File: config.mk
export PLATFORM = sky130hd
export DESIGN_NAME = conv_window_sequencer_flat
export DESIGN_NICKNAME = d
export VERILOG_FILES = /design/src/rtl/conv_window_sequencer_if.sv /design/src/rtl/conv_window_sequencer.sv /design/src/flat_wrapper.sv
export SDC_FILE = /design/constraint.sdc
export NUM_CORES = 1
export LEC_CHECK = 0
export BUFFER_PORTS_ARGS = -buffer_cell sky130_fd_sc_hd__buf_2
export CAP_MARGIN = 20
export CELL_PAD_IN_SITES_DETAIL_PLACEMENT = 1
export CELL_PAD_IN_SITES_GLOBAL_PLACEMENT = 1
export CORE_ASPECT_RATIO = 1.2
export CORE_MARGIN = 10
export CORE_UTILIZATION = 47
export CTS_CLUSTER_DIAMETER = 80
export DETAILED_ROUTE_END_ITERATION = 10
export PLACE_DENSITY_LB_ADDON = 0.3
export SYNTH_ARGS = -nofsm -noshare
export SYNTH_HDL_FRONTEND = slang
export SYNTH_SLANG_ARGS = --single-unit
File: constraint.sdc
create_clock -name Clk -period 7.86 [get_ports Clk]
set_input_delay 2.358 -clock Clk [delete_from_list [all_inputs] [get_ports Clk]]
set_output_delay 2.358 -clock Clk [all_outputs]
set_load 0.01 [all_outputs]
File: src/rtl/conv_window_sequencer_if.sv
// Operand/handshake bundle between the window sequencer (master) and the
// matrix accelerator (slave).
interface conv_window_sequencer_if #(
  parameter int BIT_LENGTH = 8,
  parameter int PORT_COUNT = 3
);
  logic [PORT_COUNT*BIT_LENGTH-1:0] multiplier_out;
  logic [PORT_COUNT*BIT_LENGTH-1:0] multiplicand_out;
  logic [PORT_COUNT-1:0]            mStart;
  logic [PORT_COUNT-1:0]            mReady;
  logic                             finalAdd;
  logic                             finalReady;
  logic [2*BIT_LENGTH-1:0]          finalAccumulate;

  modport master (
    output multiplier_out, multiplicand_out, mStart, finalAdd,
    input  mReady, finalReady, finalAccumulate
  );

  modport slave (
    input  multiplier_out, multiplicand_out, mStart, finalAdd,
    output mReady, finalReady, finalAccumulate
  );
endinterface

File: src/rtl/conv_window_sequencer.sv
// Issues a 3x3 window/kernel to the accelerator row by row, then captures the final sum.
// Optional wait timeout with sticky err: define CONV_SEQ_TIMEOUT_EN.
//
// state  | meaning
// IDLE   | banks writable, waiting for start
// ISSUE  | drive row operands, pulse mStart on all lanes, clear ready mask
// WAIT_M | collect per-lane mReady into the sticky mask
// FINAL  | pulse finalAdd
// WAIT_F | wait for finalReady, capture finalAccumulate
// DONE   | pulse result_valid
module conv_window_sequencer #(
  parameter int BIT_LENGTH     = 8,
  parameter int PORT_COUNT     = 3,
  parameter int TIMEOUT_CYCLES = 255
) (
  input  logic                    Clk,
  input  logic                    Rst,
  input  logic                    wr_en,
  input  logic                    wr_sel,
  input  logic [3:0]              wr_addr,
  input  logic [BIT_LENGTH-1:0]   wr_data,
  input  logic                    start,
  output logic                    busy,
  conv_window_sequencer_if.master acc,
  output logic [2*BIT_LENGTH-1:0] result,
  output logic                    result_valid,
  output logic                    err
);
  localparam int ELEMS = PORT_COUNT * PORT_COUNT;
  localparam int ROW_W = (PORT_COUNT > 1) ? $clog2(PORT_COUNT) : 1;
  localparam int IDX_W = $clog2(ELEMS);
  localparam logic [ROW_W-1:0] LAST_ROW = ROW_W'(PORT_COUNT - 1);

  if (TIMEOUT_CYCLES < 1 || TIMEOUT_CYCLES > 256) begin : gBadTimeout
    $error("TIMEOUT_CYCLES must fit the 8-bit wait counter");
  end

  typedef enum logic [2:0] {IDLE, ISSUE, WAIT_M, FINAL, WAIT_F, DONE} state_t;

  state_t                         state, stateNext;
  logic [BIT_LENGTH-1:0]          kernel [ELEMS];
  logic [BIT_LENGTH-1:0]          window [ELEMS];
  logic [ROW_W-1:0]               rowIdx;
  logic [PORT_COUNT-1:0]          readyMask, maskNext;
  logic [IDX_W-1:0]               opIdx;
  logic                           timeout;
  logic [PORT_COUNT*BIT_LENGTH-1:0] multC, mcandC;
  logic [PORT_COUNT-1:0]          mStartC;
  logic                           finalAddC, resultValidC, busyC;

  // Writes are only honoured while idle so a pass always sees a stable window.
  always_ff @(posedge Clk or posedge Rst) begin
    if (Rst) begin
      for (int i = 0; i < ELEMS; i++) begin
        kernel[i] <= '0;
        window[i] <= '0;
      end
    end else if (wr_en && state == IDLE && int'(wr_addr) < ELEMS) begin
      if (wr_sel) window[IDX_W'(wr_addr)] <= wr_data;
      else        kernel[IDX_W'(wr_addr)] <= wr_data;
    end
  end

  always_ff @(posedge Clk or posedge Rst) begin
    if (Rst) begin
      state     <= IDLE;
      rowIdx    <= '0;
      readyMask <= '0;
      result    <= '0;
    end else begin
      state <= stateNext;
      case (state)
        IDLE:   rowIdx <= '0;
        ISSUE:  readyMask <= '0;
        WAIT_M: begin
          readyMask <= maskNext;
          if (stateNext == ISSUE) rowIdx <= rowIdx + ROW_W'(1);
        end
        WAIT_F: if (acc.finalReady) result <= acc.finalAccumulate;
        default: ;
      endcase
    end
  end

  always_comb begin
    stateNext    = state;
    maskNext     = readyMask | acc.mReady;
    mStartC      = '0;
    finalAddC    = 1'b0;
    resultValidC = 1'b0;
    busyC        = 1'b1;
    multC        = '0;
    mcandC       = '0;
    opIdx        = '0;
    case (state)
      IDLE: begin
        busyC = 1'b0;
        if (start) stateNext = ISSUE;
      end
      ISSUE: begin
        mStartC   = '1;
        stateNext = WAIT_M;
      end
      WAIT_M: begin
        // A lane completing on the same cycle as the last sibling still counts.
        if (&maskNext)    stateNext = (rowIdx == LAST_ROW) ? FINAL : ISSUE;
        else if (timeout) stateNext = DONE;
      end
      FINAL: begin
        finalAddC = 1'b1;
        stateNext = WAIT_F;
      end
      WAIT_F: begin
        if (acc.finalReady || timeout) stateNext = DONE;
      end
      DONE: begin
        resultValidC = 1'b1;
        stateNext    = IDLE;
      end
      default: stateNext = IDLE;
    endcase
    if (state == ISSUE || state == WAIT_M) begin
      for (int i = 0; i < PORT_COUNT; i++) begin
        opIdx = IDX_W'(int'(rowIdx) * PORT_COUNT + i);
        multC[i*BIT_LENGTH +: BIT_LENGTH]  = window[opIdx];
        mcandC[i*BIT_LENGTH +: BIT_LENGTH] = kernel[opIdx];
      end
    end
  end

`ifdef CONV_SEQ_TIMEOUT_EN
  localparam logic [7:0] TIMEOUT_LOAD = 8'(TIMEOUT_CYCLES - 1);
  logic [7:0] waitCnt;
  logic       errReg;
  logic       waiting;

  assign waiting = (state == WAIT_M) || (state == WAIT_F);
  assign timeout = waiting && (waitCnt == 8'd0);

  always_ff @(posedge Clk or posedge Rst) begin
    if (Rst) begin
      waitCnt <= TIMEOUT_LOAD;
      errReg  <= 1'b0;
    end else begin
      if (stateNext != state)           waitCnt <= TIMEOUT_LOAD;
      else if (waiting && waitCnt != 0) waitCnt <= waitCnt - 8'd1;
      // A real completion on the expiry cycle wins over the timeout.
      if (timeout && stateNext == DONE && !(state == WAIT_F && acc.finalReady))
        errReg <= 1'b1;
    end
  end
  assign err = errReg;
`else
  assign timeout = 1'b0;
  assign err     = 1'b0;
`endif

  assign busy                 = busyC;
  assign result_valid         = resultValidC;
  assign acc.mStart           = mStartC;
  assign acc.finalAdd         = finalAddC;
  assign acc.multiplier_out   = multC;
  assign acc.multiplicand_out = mcandC;
endmodule

File: src/flat_wrapper.sv
// flat-port wrapper written by rule: the top's interface ports become plain ports
module conv_window_sequencer_flat 
#(
  parameter int BIT_LENGTH     = 8,
  parameter int PORT_COUNT     = 3,
  parameter int TIMEOUT_CYCLES = 255
)
  (Clk, Rst, wr_en, wr_sel, wr_addr, wr_data, start, busy, result, result_valid, err, acc_multiplier_out, acc_multiplicand_out, acc_mStart, acc_finalAdd, acc_mReady, acc_finalReady, acc_finalAccumulate);
  conv_window_sequencer_if #(.BIT_LENGTH(BIT_LENGTH), .PORT_COUNT(PORT_COUNT)) acc_i ();
  input  logic Clk;
  input  logic Rst;
  input  logic wr_en;
  input  logic wr_sel;
  input  logic [3:0] wr_addr;
  input  logic [BIT_LENGTH-1:0] wr_data;
  input  logic start;
  output logic busy;
  output logic [2*BIT_LENGTH-1:0] result;
  output logic result_valid;
  output logic err;
  output wire logic [$bits(acc_i.multiplier_out)-1:0] acc_multiplier_out;
  output wire logic [$bits(acc_i.multiplicand_out)-1:0] acc_multiplicand_out;
  output wire logic [$bits(acc_i.mStart)-1:0] acc_mStart;
  output wire logic [$bits(acc_i.finalAdd)-1:0] acc_finalAdd;
  input wire logic [$bits(acc_i.mReady)-1:0] acc_mReady;
  input wire logic [$bits(acc_i.finalReady)-1:0] acc_finalReady;
  input wire logic [$bits(acc_i.finalAccumulate)-1:0] acc_finalAccumulate;
  assign acc_multiplier_out = acc_i.multiplier_out;
  assign acc_multiplicand_out = acc_i.multiplicand_out;
  assign acc_mStart = acc_i.mStart;
  assign acc_finalAdd = acc_i.finalAdd;
  assign acc_i.mReady = acc_mReady;
  assign acc_i.finalReady = acc_finalReady;
  assign acc_i.finalAccumulate = acc_finalAccumulate;
  conv_window_sequencer #(.BIT_LENGTH(BIT_LENGTH), .PORT_COUNT(PORT_COUNT), .TIMEOUT_CYCLES(TIMEOUT_CYCLES)) u_core (.Clk(Clk), .Rst(Rst), .wr_en(wr_en), .wr_sel(wr_sel), .wr_addr(wr_addr), .wr_data(wr_data), .start(start), .busy(busy), .acc(acc_i), .result(result), .result_valid(result_valid), .err(err));
endmodule
==> flow_metrics.tcl, run 1 <==
set metrics [dict create \
    core.rowCount 56 \
    syn_nets 674 \
    wirelength_mm 26.23 \
    cellLeakagePower_nw 4.826 \
    synth_seq_cells 168 \
    clock_skew_ns 0.01143 \
    max-cap-violations 0 \
    cts-root-buf "clkbuf_16" \
    worst_pin_slew_ns 1.043 \
    start_util_pct 47.49 \
    ant_nets 0 \
    cts_setup_buffers 0 \
    grt_max_degree 108 \
    synth_cells 633 \
    cts_tree "done" \
    ys_seq_area_share_pct 45.61 \
    cp_data_required_time_ns 5.50 \
    hold_buffers 0 \
    wl_per_cell_um 26.46 \
    power.switching_mw 1.523 \
    yosys.cell_count.top_type "dfrtp_1" \
    setup_violations 0 \
    nets 758 \
    timing.final.crit_share_pct 83.18 \
    syn_avg_cell_area_sq_um 14.56 \
    min_period_ns 6.538 \
    crit_fanout 48 \
    grt_pass1_wl_mm 41.52 \
    place_congestion 0.8162 \
    cts.sinks 168 \
    seqPwrFrac_pct 36.6 \
    insertion_delay_ns 0.44 \
    post_cts_resized 0 \
    area_growth_pct 14.48 \
    synth_commonest_cells "dfrtp_1, mux2_2, mux4_2, clkbuf_1, o21ai_0" \
    diodes 0 \
    die_area_sq_um 25640 \
    core_sq_um 19410 \
    cts_max_level 4 \
    drt_iter0_drc 381 \
    synth_enable_flop_cells 0 \
    die_width_um 147.8 \
    synth.distinct_cells 40 \
    slew_viol_final 0 \
    die_height_um 173.4 \
    antenna_found_initial 0 \
    clock.fmax_ghz 0.1530 \
    synth_area_leader_cell "dfrtp_1" \
    dp_hpwl_mm 17.28 \
    io_pins 108 \
    cts_made_buffers 17 \
    drive_above_1_share_pct 52.88 \
    drc_errors 0 \
    setup_tns_ns 0 \
    cp.arrival_ns 4.18 \
    yosysWarnings 0 \
    grt_pass1_vias 6928 \
    relSlewSlack_pct 30.18 \
    status "completed" \
    p_clk_share_pct 19.7 \
    comb_power_share_pct 43.7 \
    path_clk_slew_ns 0.06 \
    syn_area_sq_um 9218 \
    cp-start-kind "flop" \
    placed_area_sq_um 9960 \
    synth_ff_type "dfrtp_1" \
    async_reset_ff_share_pct 100.0 \
    swShare_pct 37.33 \
    synth_area_leaders "dfrtp_1, mux4_2, mux2_2" \
    cts_buffer_depth 2 \
    power-per-cell-area_nw_per_um2 386.7 \
    synth_top_area_share_pct 45.61 \
    path_class "reg2out" \
    via_count 6160 \
    vias_per_cell 6.216 \
    rsz0062_at_grt "false" \
    grt_usage_pct 20.74 \
    final_hold_viol_count 0 \
    p_int_mw 2.557 \
    end_kind "output pin" \
    min_path_type "reg2reg" \
    fin_area_sq_um 10550 \
    grt-ovfl-total 0 \
    vdd_drop_max_uv 225.2 \
    firstDrtPassIters 6 \
    io_buffers 106 \
]
[cells by family (layout without fill, tap and decap cells)]
group                      count (synthesis)  after routing  share of synthesized area [%]
and+or+nand+nor                          102            102                          6.692
adders and majority gates                  4              4                         0.5430
other                                      1              1                        0.04068
DFF                                      168            168                          45.61
buffers and inverters                     54            151                          2.538
AOI/OAI and AO/OA                         45             45                          3.448
xor gates and xnor gates                   2              2                         0.1901
muxes                                    257            257                          40.94
[registers in the layout, summed over array words and instances (netlist names)]
register and count:
u_core.state 3, u_core.rowIdx 2, u_core.kernel 72, u_core.readyMask 3
u_core.window 72, u_core.result 16
[routing by layer]
layer  GRT usage (%)  part of all wire, %  vias up
li1                -                    -     2618
met1           24.72                   39     3287
met2           35.97                   53      211
met3           4.727                  6.1       44
met4           7.031                  2.2        0
met5               0                    0        -
[stage by stage]
stage	setup WS, ns	total power [mW]	hold WS, ns	utilization, %	std cells
2_1_floorplan	0.9553	2.696	0.4725	-	633
3_3_place_gp	1.837	3.188	0.4866	51.32	957
3_5_place_dp	1.750	3.277	0.4899	51.32	957
4_1_cts	1.251	4.108	0.5052	54.21	989
5_1_grt	1.013	4.329	0.5238	54.37	991
6_report	1.322	4.081	0.5004	54.37	991
[power groups by stage]
stage / combinational (mW) / clock, mW / sequential, mW
2_1_floorplan: 1.34 / 0 / 1.36
3_3_place_gp: 1.73 / 0 / 1.46
3_5_place_dp: 1.78 / 0 / 1.49
4_1_cts: 1.80 / 0.818 / 1.49
5_1_grt: 1.92 / 0.864 / 1.54
6_report: 1.79 / 0.802 / 1.49
[worst max-delay path, cell delays in order, from the launching register on]
cell	delay, ns
dfrtp_4	0.85
buf_4	0.76
ha_1	0.62
buf_4	0.46
mux4_2	0.55
mux2i_1	0.14
o21ai_0	0.11
buf_2	0.19
[area by class of cell]
class	instances	area (sq um)
fillers	1932	8856
multi-input cells	411	4826
flip-flops and latches	168	4208
repair buffers	114	606.8
clock buffers	22	464.2
well taps	261	326.6
clock inverters	10	97.59
inverters	5	23.77
[worst paths after layout]
check | startpoint | depth (start not counted) | slack, ns | endpoint
min in group asynchronous | Rst | 2 | 2.14 | u_core.result[1]$_DFFE_PP0P_
min | u_core.result[2]$_DFFE_PP0P_ | 1 | 0.50 | u_core.result[2]$_DFFE_PP0P_
min reg2reg | u_core.result[2]$_DFFE_PP0P_ | 1 | 0.50 | u_core.result[2]$_DFFE_PP0P_
max | u_core.rowIdx[0]$_DFFE_PP0P_ | 7 | 1.32 | acc_multiplicand_out[22]
max in group asynchronous | Rst | 3 | 4.28 | u_core.kernel[33]$_DFFE_PP0P_
max reg2reg | u_core.state[2]$_DFF_PP0_ | 4 | 4.95 | u_core.kernel[46]$_DFFE_PP0P_
[cells in the final DEF, fill, tap and decap left out, drive strengths merged, types with 3 or more instances in the layout]
| master | n |
|---|---|
| buf | 114 |
| mux2 | 160 |
| nor3b | 5 |
| nand2 | 10 |
| nand3b | 3 |
| and2 | 16 |
| and3 | 3 |
| nor2b | 19 |
| clkbuf | 22 |
| nor3 | 7 |
| a221o | 16 |
| mux4 | 80 |
| clkinvlp | 6 |
| ha | 4 |
| o22ai | 3 |
| mux2i | 17 |
| inv | 4 |
| clkinv | 4 |
| nand3 | 20 |
| a21oi | 3 |
| nor2 | 7 |
| dfrtp | 168 |
| o21ai | 21 |
Note: power is estimated with default switching activity, not from simulation.
==> run 2: changes to the inputs <==
--- a/config.mk
+++ b/config.mk
@@ -11,7 +11,7 @@
 export CELL_PAD_IN_SITES_GLOBAL_PLACEMENT = 1
 export CORE_ASPECT_RATIO = 1.2
 export CORE_MARGIN = 10
-export CORE_UTILIZATION = 47
+export CORE_UTILIZATION = 44
 export CTS_CLUSTER_DIAMETER = 80
 export DETAILED_ROUTE_END_ITERATION = 10
 export PLACE_DENSITY_LB_ADDON = 0.3
==> constraint.sdc (replaced) <==
create_clock -name Clk -period 5.7 [get_ports Clk]
set_input_delay 1.71 -clock Clk [delete_from_list [all_inputs] [get_ports Clk]]
set_output_delay 1.71 -clock Clk [all_outputs]
set_load 0.01 [all_outputs]
==> run 2 against run 1 <==
Net effect: total power rose by 40%; final cell count rose by 1.0%; die area rose by 5.9%; critical path depth did not move; worst hold slack improved by 0.0083 ns; sequential share of layout area fell by 0.33 points; wire length rose by 0.24%; sequential cell count did not move; final area rose by 0.83%; highest routed layer unchanged.
==> flow_metrics.tcl, run 2 (synthesis results as in run 1) <==
set metrics [dict create \
    crit_family "buffers and inverters" \
    diodes 0 \
    final_hold_viol_count 0 \
    drc_errors 0 \
    max-cap-violations 0 \
    ant_nets 0 \
    top_regs "u_core.kernel: 72 flops, u_core.window: 72 flops, u_core.result: 16 flops" \
    end_kind "output pin" \
    grt_usage_pct 19.47 \
    dp_hpwl_mm 17.69 \
    setup_violations 0 \
    setup_tns_ns 0 \
    crit_slowest_cell "ha_1" \
    area_growth_pct 15.43 \
    start_util_pct 45.19 \
    slowest_delay_ns 0.63 \
    fin_area_sq_um 10640 \
    cts-root-buf "clkbuf_16" \
    io_pins 108 \
    pre_cts_slack_ns 1.306 \
    nets 764 \
    grt-ovfl-total 0 \
    firstDrtPassIters 5 \
    layout.core_utilization_pct 52.17 \
    path_class "reg2out" \
    path_clk_slew_ns 0.08 \
    die_area_sq_um 27160 \
    grt_pass1_vias 6872 \
    final_cell_mix "dfrtp_1, mux2_2, buf_2" \
    worst_pin_slew_ns 1.047 \
    die_height_um 178.6 \
    final_common_cell "dfrtp_1" \
    via_count 6216 \
    timing.final.crit_share_pct 84.92 \
    die_width_um 152.1 \
    antenna_found_initial 0 \
    wl_per_cell_um 26.26 \
    post_cts_resized 0 \
    slew_viol_final 0 \
    relSlewSlack_pct 29.99 \
    cts_setup_buffers 0 \
    crit_buf_inv 3 \
    wirelength_mm 26.29 \
    vdd_drop_max_uv 323.4 \
    cts_made_buffers 17 \
    min_path_type "reg2reg" \
    holdPathStages 1 \
    cp_data_required_time_ns 3.99 \
    cp.arrival_ns 3.13 \
    crit_chain "inv_1 > ha_1 > buf_4 > mux4_2 > mux2i_1 > o21ai_0 > buf_2" \
    grt_pass1_wl_mm 41.35 \
    insertion_delay_ns 0.44 \
    clock_skew_ns 0.008772 \
    min_period_ns 4.840 \
    status "completed" \
    rsz0062_at_grt "false" \
    hold_ws_ns 0.5087 \
    core.rowCount 57 \
    dpl.cell_count 966 \
    drive_above_1_share_pct 53.67 \
    hold_buffers 0 \
    crit_fanout 22 \
    core_sq_um 20400 \
    grt_max_degree 136 \
    power-per-cell-area_nw_per_um2 535.0 \
    placed_area_sq_um 10010 \
    cts_max_level 4 \
    cts.sinks 168 \
    clock.fmax_ghz 0.2066 \
    cp-start-kind "flop" \
    cp_num_cells 7 \
    cellLeakagePower_nw 4.894 \
    instances_no_fill 1001 \
    reg2reg_depth 4 \
    vias_per_cell 6.210 \
    power_mw 5.693 \
    cts_buffer_depth 2 \
    place_congestion 0.8308 \
    drt_iter0_drc 399 \
    io_buffers 106 \
    n_fill_cell 2074 \
    cts_tree "done" \
    fin_ws_ns 0.8596 \
]
run 2: routing by layer:
metal	share of wire, %	GRT usage, %
met1	41	24.00
met2	52	33.68
met3	4.9	4.144
met4	1.7	5.863
met5	0	0
run 2: worst reg2reg max path, stage by stage (launching register included):
cell and delay [ns]:
dfrtp_1 0.53, or4b_4 0.64, nor3b_4 0.34, and4_1 0.69
mux2_2 0.42
run 2: final timing paths:
path                                          startpoint                            end  slack (ns)
setup reg to reg               u_core.state[2]$_DFF_PP0_   u_core.window[8]$_DFFE_PP0P_        2.98
hold reg to reg            u_core.result[10]$_DFFE_PP0P_  u_core.result[10]$_DFFE_PP0P_        0.51
hold / removal             u_core.result[10]$_DFFE_PP0P_  u_core.result[10]$_DFFE_PP0P_        0.51
min in group asynchronous                            Rst  u_core.window[50]$_DFFE_PP0P_        1.41
setup / recovery            u_core.rowIdx[1]$_DFFE_PP0P_         acc_multiplier_out[21]        0.86
max in group asynchronous                            Rst   u_core.rowIdx[0]$_DFFE_PP0P_        3.05
run 2: layout make-up:
| type | count | area, sq um | share of cell area, % |
|---|---|---|---|
| Multi-Input combinational cell | 411 | 4826 | 45.36 |
| Tap cell | 265 | 331.6 | 3.116 |
| Clock buffer | 17 | 425.4 | 3.998 |
| Clock inverter | 15 | 151.4 | 1.423 |
| Inverter | 5 | 22.52 | 0.2117 |
| Sequential cell | 168 | 4208 | 39.55 |
| Timing Repair Buffer | 120 | 675.6 | 6.350 |
run 2: where the power goes:
part,total (mW),switching [mW],internal [mW]
logic,2.56,1.24,1.32
clock network,1.14,0.552,0.587
registers,1.99,0.380,1.61
total,5.69,2.17,3.52
